[src/rtl/dice_arbiter.sv]
// Round-robin arbiter sharing one dice module among four players.
// Presses the button, captures the settled face and keeps per-player totals.
module dice_arbiter #(
    parameter int ROLL_CYCLES = 8
) (
    input  logic       clk,
    input  logic       rst,
    input  logic [3:0] req,
    input  logic [2:0] throw,
    output logic       dice_button,
    output logic [3:0] grant,
    output logic       busy,
    output logic       result_valid,
    output logic [2:0] result,
    output logic [1:0] result_player,
    output logic       bad_throw,
    output logic [7:0] score
);

    localparam logic [7:0] RC = 8'(ROLL_CYCLES);

    typedef enum logic [1:0] {
        IDLE,
        ROLL,
        SETTLE,
        REPORT
    } state_t;

    state_t     state;
    state_t     state_n;
    logic [7:0] cnt;
    logic [7:0] cnt_n;
    logic [1:0] last;
    logic [1:0] last_n;
    logic [1:0] owner;
    logic [1:0] owner_n;
    logic [7:0] total [4];

    logic [1:0] pick;
    logic [1:0] idx;
    logic       found;
    logic [2:0] face;
    logic       face_bad;
    logic [8:0] sum;
    logic [7:0] sat;

    logic       button_n;
    logic [3:0] grant_n;
    logic       busy_n;
    logic       valid_n;
    logic       bad_n;
    logic [2:0] result_n;
    logic [1:0] player_n;
    logic [7:0] score_n;

    // search starts one past the last served player and wraps upward
    always_comb begin
        pick  = last + 2'd1;
        idx   = last;
        found = 1'b0;
        for (int i = 1; i <= 4; i++) begin
            idx = last + 2'(i);
            if (!found && req[idx]) begin
                pick  = idx;
                found = 1'b1;
            end
        end
    end

    always_comb begin
        face_bad = (throw == 3'd0) || (throw == 3'd7);
        face     = face_bad ? 3'd1 : throw;
        sum      = {1'b0, total[owner]} + {6'd0, face};
        sat      = sum[8] ? 8'hFF : sum[7:0];
    end

    always_comb begin
        state_n = state;
        cnt_n   = cnt;
        last_n  = last;
        owner_n = owner;
        unique case (state)
            IDLE: begin
                if (req != 4'd0) begin
                    state_n = ROLL;
                    owner_n = pick;
                    last_n  = pick;
                    cnt_n   = RC;
                end
            end
            ROLL: begin
                if (cnt == 8'd1) begin
                    state_n = SETTLE;
                end else begin
                    cnt_n = cnt - 8'd1;
                end
            end
            SETTLE: state_n = REPORT;
            REPORT: state_n = IDLE;
        endcase
    end

    // output values for the coming cycle, derived from the next state
    always_comb begin
        button_n = (state_n == ROLL);
        busy_n   = (state_n != IDLE);
        grant_n  = busy_n ? (4'b0001 << owner_n) : 4'b0000;
        valid_n  = (state_n == REPORT);
        bad_n    = valid_n && face_bad;
        result_n = valid_n ? face : result;
        player_n = valid_n ? owner : result_player;
        score_n  = valid_n ? sat : score;
    end

    always_ff @(posedge clk) begin
        if (rst) begin
            state         <= IDLE;
            cnt           <= 8'd0;
            last          <= 2'd3;
            owner         <= 2'd0;
            dice_button   <= 1'b0;
            grant         <= 4'd0;
            busy          <= 1'b0;
            result_valid  <= 1'b0;
            bad_throw     <= 1'b0;
            result        <= 3'd0;
            result_player <= 2'd0;
            score         <= 8'd0;
            for (int i = 0; i < 4; i++) begin
                total[i] <= 8'd0;
            end
        end else begin
            state         <= state_n;
            cnt           <= cnt_n;
            last          <= last_n;
            owner         <= owner_n;
            dice_button   <= button_n;
            grant         <= grant_n;
            busy          <= busy_n;
            result_valid  <= valid_n;
            bad_throw     <= bad_n;
            result        <= result_n;
            result_player <= player_n;
            score         <= score_n;
            if (valid_n) begin
                total[owner] <= sat;
            end
        end
    end

endmodule

[config.mk]
export PLATFORM = sky130hd
export DESIGN_NAME = dice_arbiter
export DESIGN_NICKNAME = d
export VERILOG_FILES = /design/src/rtl/dice_arbiter.sv
export SDC_FILE = /design/constraint.sdc
export NUM_CORES = 1
export LEC_CHECK = 0
export BUFFER_PORTS_ARGS = -buffer_cell sky130_fd_sc_hd__buf_4
export CAP_MARGIN = 30
export CORE_MARGIN = 5
export CORE_UTILIZATION = 48
export DETAILED_ROUTE_END_ITERATION = 8
export PLACE_DENSITY = 0.73
export SETUP_SLACK_MARGIN = 0.4
export SYNTH_ARGS = -nofsm -noshare
export SYNTH_HDL_FRONTEND = slang
export SYNTH_SLANG_ARGS = --single-unit
[constraint.sdc]
create_clock -name clk -period 2.6 [get_ports clk]
set_clock_uncertainty 0.2 [all_clocks]
set_input_delay 0.13 -clock clk [delete_from_list [all_inputs] [get_ports clk]]
set_output_delay 0.13 -clock clk [all_outputs]
set_load 0.01 [all_outputs]
==> impl_metrics.toml <==
[detailed_routing]
drc = 0
ant_nets = 0
vias = 2468
wire_per_inst_um = 17.36
via_per_inst = 5.687
routed_wl_um = 7533
drtIter0Drc = 184
first_pass_iters = 4

[synth]
synth_edf_count = 32
synth_async_sr_flop_share = 0
synth-seq-area-share = 0.5228
synth_cell_types = 56
synth_area_per_cell_um2 = 10.77
synth_top_area_frac = 0.3024
synth_area_leaders = "edfxtp_1 (30%), dfxtp_1 (22%), nor2_1 (6.1%)"
synth.largest_area_cell = "edfxtp_1"
synth_seq_cells = 67
syn_inst = 295
ys.flop_type = "dfxtp_1"
ys_warn_count = 0
syn-num-nets = 310
netlist_area_mm2 = 0.003178

[layout]
final_area_mm2 = 0.004010
n_fill_cell = 501
drive_gt1_frac = 0.3277
layout.nets = 367
insertedDiodeCount = 0
final_common_cell = "buf_4"
final_cell_mix = "buf_4 (52), nor2_1 (44), dfxtp_1 (34), edfxtp_1 (32), nand2_1 (16)"
area_growth_pct = 26.18

[clocking]
cts_root_buffer = "clkbuf_8"
cts-htree-levels = 3
clk_latency_ns = 0.34
clkTransAtPathRegs_ns = 0.08
cts-buffers-inserted = 9
cts_sinks = 67
cts_tree = "done"
cts_max_path_buffers = 2

[floorplan]
initial_utilization = 0.4976
dieWidth_um = 91.37
die_area_mm2 = 0.008348
rows = 29
io_pins = 30
core_region_area_mm2 = 0.006386
die_h_um = 91.37

[status]
violations = "setup timing"
status = "finished, violations left"

[critical_path]
path_class = "reg2reg"
worstPathMaxFanout = 5
crit_required_ns = 2.49
r2r-start = "owner[0]"
cp-end-kind = "flip-flop"
start_kind = "flip-flop"
cp-startpoint = "owner[0]"
cpPeakStageDelay_ns = 0.54
cp_cell_sequence = "mux4_2 -> ha_4 -> inv_2 -> fa_2 -> nor2b_4 -> o211a_4 -> buf_4 -> a21oi_2 -> buf_6 -> nor2_1"
critPathArrivalTime_ns = 2.52
slowest_stage = "mux4_2"

[grt]
grt_pass1_vias = 2514
track_usage = 0.1851
met1_usage = 0.2328
grt_max_degree = 15
grt_pass1_wl_um = 12450
grt_antenna_before_repair = 0
grt.busiest_layer = "met2"
grtUsageMet2 = 0.3155
globalRouteOverflowTotal = 0
grt_util_met3 = 0.03636

[power]
switching_share = 0.3029
p_sw_w = 0.0008561
power_density_mw_per_mm2 = 704.9
power_frac_comb = 0.256
pwr-share-clk = 0.309
ir_drop_mv = 0.4745
leakagePower_nw = 1.602
intPower_w = 0.001970
p_seq_frac = 0.435
p_total_w = 0.002827

[sta]
worst_pin_slew_ns = 0.5682
finalHoldViolCount = 0
setup_ws_ns = -0.02152
finalSetupViolations = 9
finalCritPeriodShare = 1.008
maxSlewViolCount = 0
max_freq_ghz = 0.3815
fin_crit_ns = 2.622
rsz0062_at_grt = "yes"
slew_headroom = 0.6200
fin_setup_tns_ns = -0.09930

[min_path]
min-delay-start = "throw[1]"
min_path_type = "in2reg"

[placement]
dpl.hpwl_um = 5058
dpl-instance-area_mm2 = 0.003572
gp_congestion = 0.8789
portBuffers = 29

[run]
drv_cap = 0
-- critical path, delay by kind of cell, from the launching register on --
family                   cells  cell delay (ns)
buffers and inverters        3             0.33
AND/OR/NAND/NOR              2             0.09
adder cells (fa/ha/maj)      2             0.41
flip-flops                   1             0.40
AO/OA/AOI/OAI                2             0.40
multiplexers                 1             0.54
-- metal layers --
metal	vias to the layer above	wire length (um)
met4	0	148
met5	-	0
met3	15	403
li1	1185	-
met1	1192	3070
met2	76	3911
-- per-stage QoR --
stage	setup WS (ns)	util	cells	hold slack [ns]
floorplan	-0.08115	-	295	0.07749
global placement	0.04834	0.5594	402	0.1850
global route	-0.1053	0.6279	434	0.05582
detailed placement	-0.05439	0.5594	402	0.1883
CTS	0.03144	0.6109	429	0.007918
finish	-0.02152	0.6279	434	0.02994
-- synthesized netlist by cell type, types with 5 or more instances --
cell / count
mux4_2: 8
inv_1: 8
a21o_1: 9
a21oi_1: 8
nand2_1: 18
nor3_1: 8
o21ai_1: 6
edfxtp_1: 32
dfxtp_1: 35
clkbuf_1: 5
nor2_1: 52
o211ai_1: 6
nor2b_1: 5
ha_1: 5
xor2_1: 6
o21ai_0: 11
-- final timing paths --
kind         cells past startpoint           to  slack (ns)
min                              3    result[1]        0.03
max reg2reg                     10  total[1][3]       -0.02
min reg2reg                      2     score[3]        0.25
max                             10  total[1][3]       -0.02
-- registers in the layout, indices dropped and copies added (netlist names) --
signal	count
state	2
cnt	8
bad_throw	1
score	8
result_player	2
last	2
busy	1
total	32
dice_button	1
grant	4
result	3
result_valid	1
owner	2
-- logic make-up (layout without fill, tap and decap cells) --
family                   after synthesis  in the layout  share of synthesized area
adder cells (fa/ha/maj)                6              6                    0.02598
buffers and inverters                 23             85                    0.03779
multiplexers                           9              9                    0.06102
flip-flops                            67             67                     0.5228
AO/OA/AOI/OAI                         64             64                     0.1472
XOR/XNOR                               9              9                    0.02480
AND/OR/NAND/NOR                      117            117                     0.1803
-- cell type report --
class / count / area [um^2] / area share
Tap cell: 77 / 96.34 / 0.02402
Inverter: 10 / 37.54 / 0.009360
Clock inverter: 6 / 65.06 / 0.01622
Clock buffer: 10 / 137.6 / 0.03432
Multi-Input combinational cell: 205 / 1545 / 0.3853
Timing Repair Buffer: 59 / 462.9 / 0.1154
Sequential cell: 67 / 1665 / 0.4153
-- power groups by stage --
stage                     logic, W  registers, W  clock network (W)
after CTS                 0.000668       0.00123           0.000882
after floorplan           0.000479       0.00123                  0
final                     0.000723       0.00123           0.000873
after global placement    0.000610       0.00125                  0
after detailed placement  0.000624       0.00125                  0
after global routing      0.000792       0.00124           0.000944
-- what timing repair did --
| item | CTS | global route |
|---|---|---|
| endpoints found under the setup margin | 40 | 54 |
| cloned | 0 | 0 |
| gates resized for setup | 8 | 18 |
| hold endpoints to repair | 9 | 0 |
| pin swaps | 12 | 7 |
| hold buffers | 5 | 0 |
| buffers inserted | 6 | 5 |
Note: power is estimated with default switching activity, not from simulation.
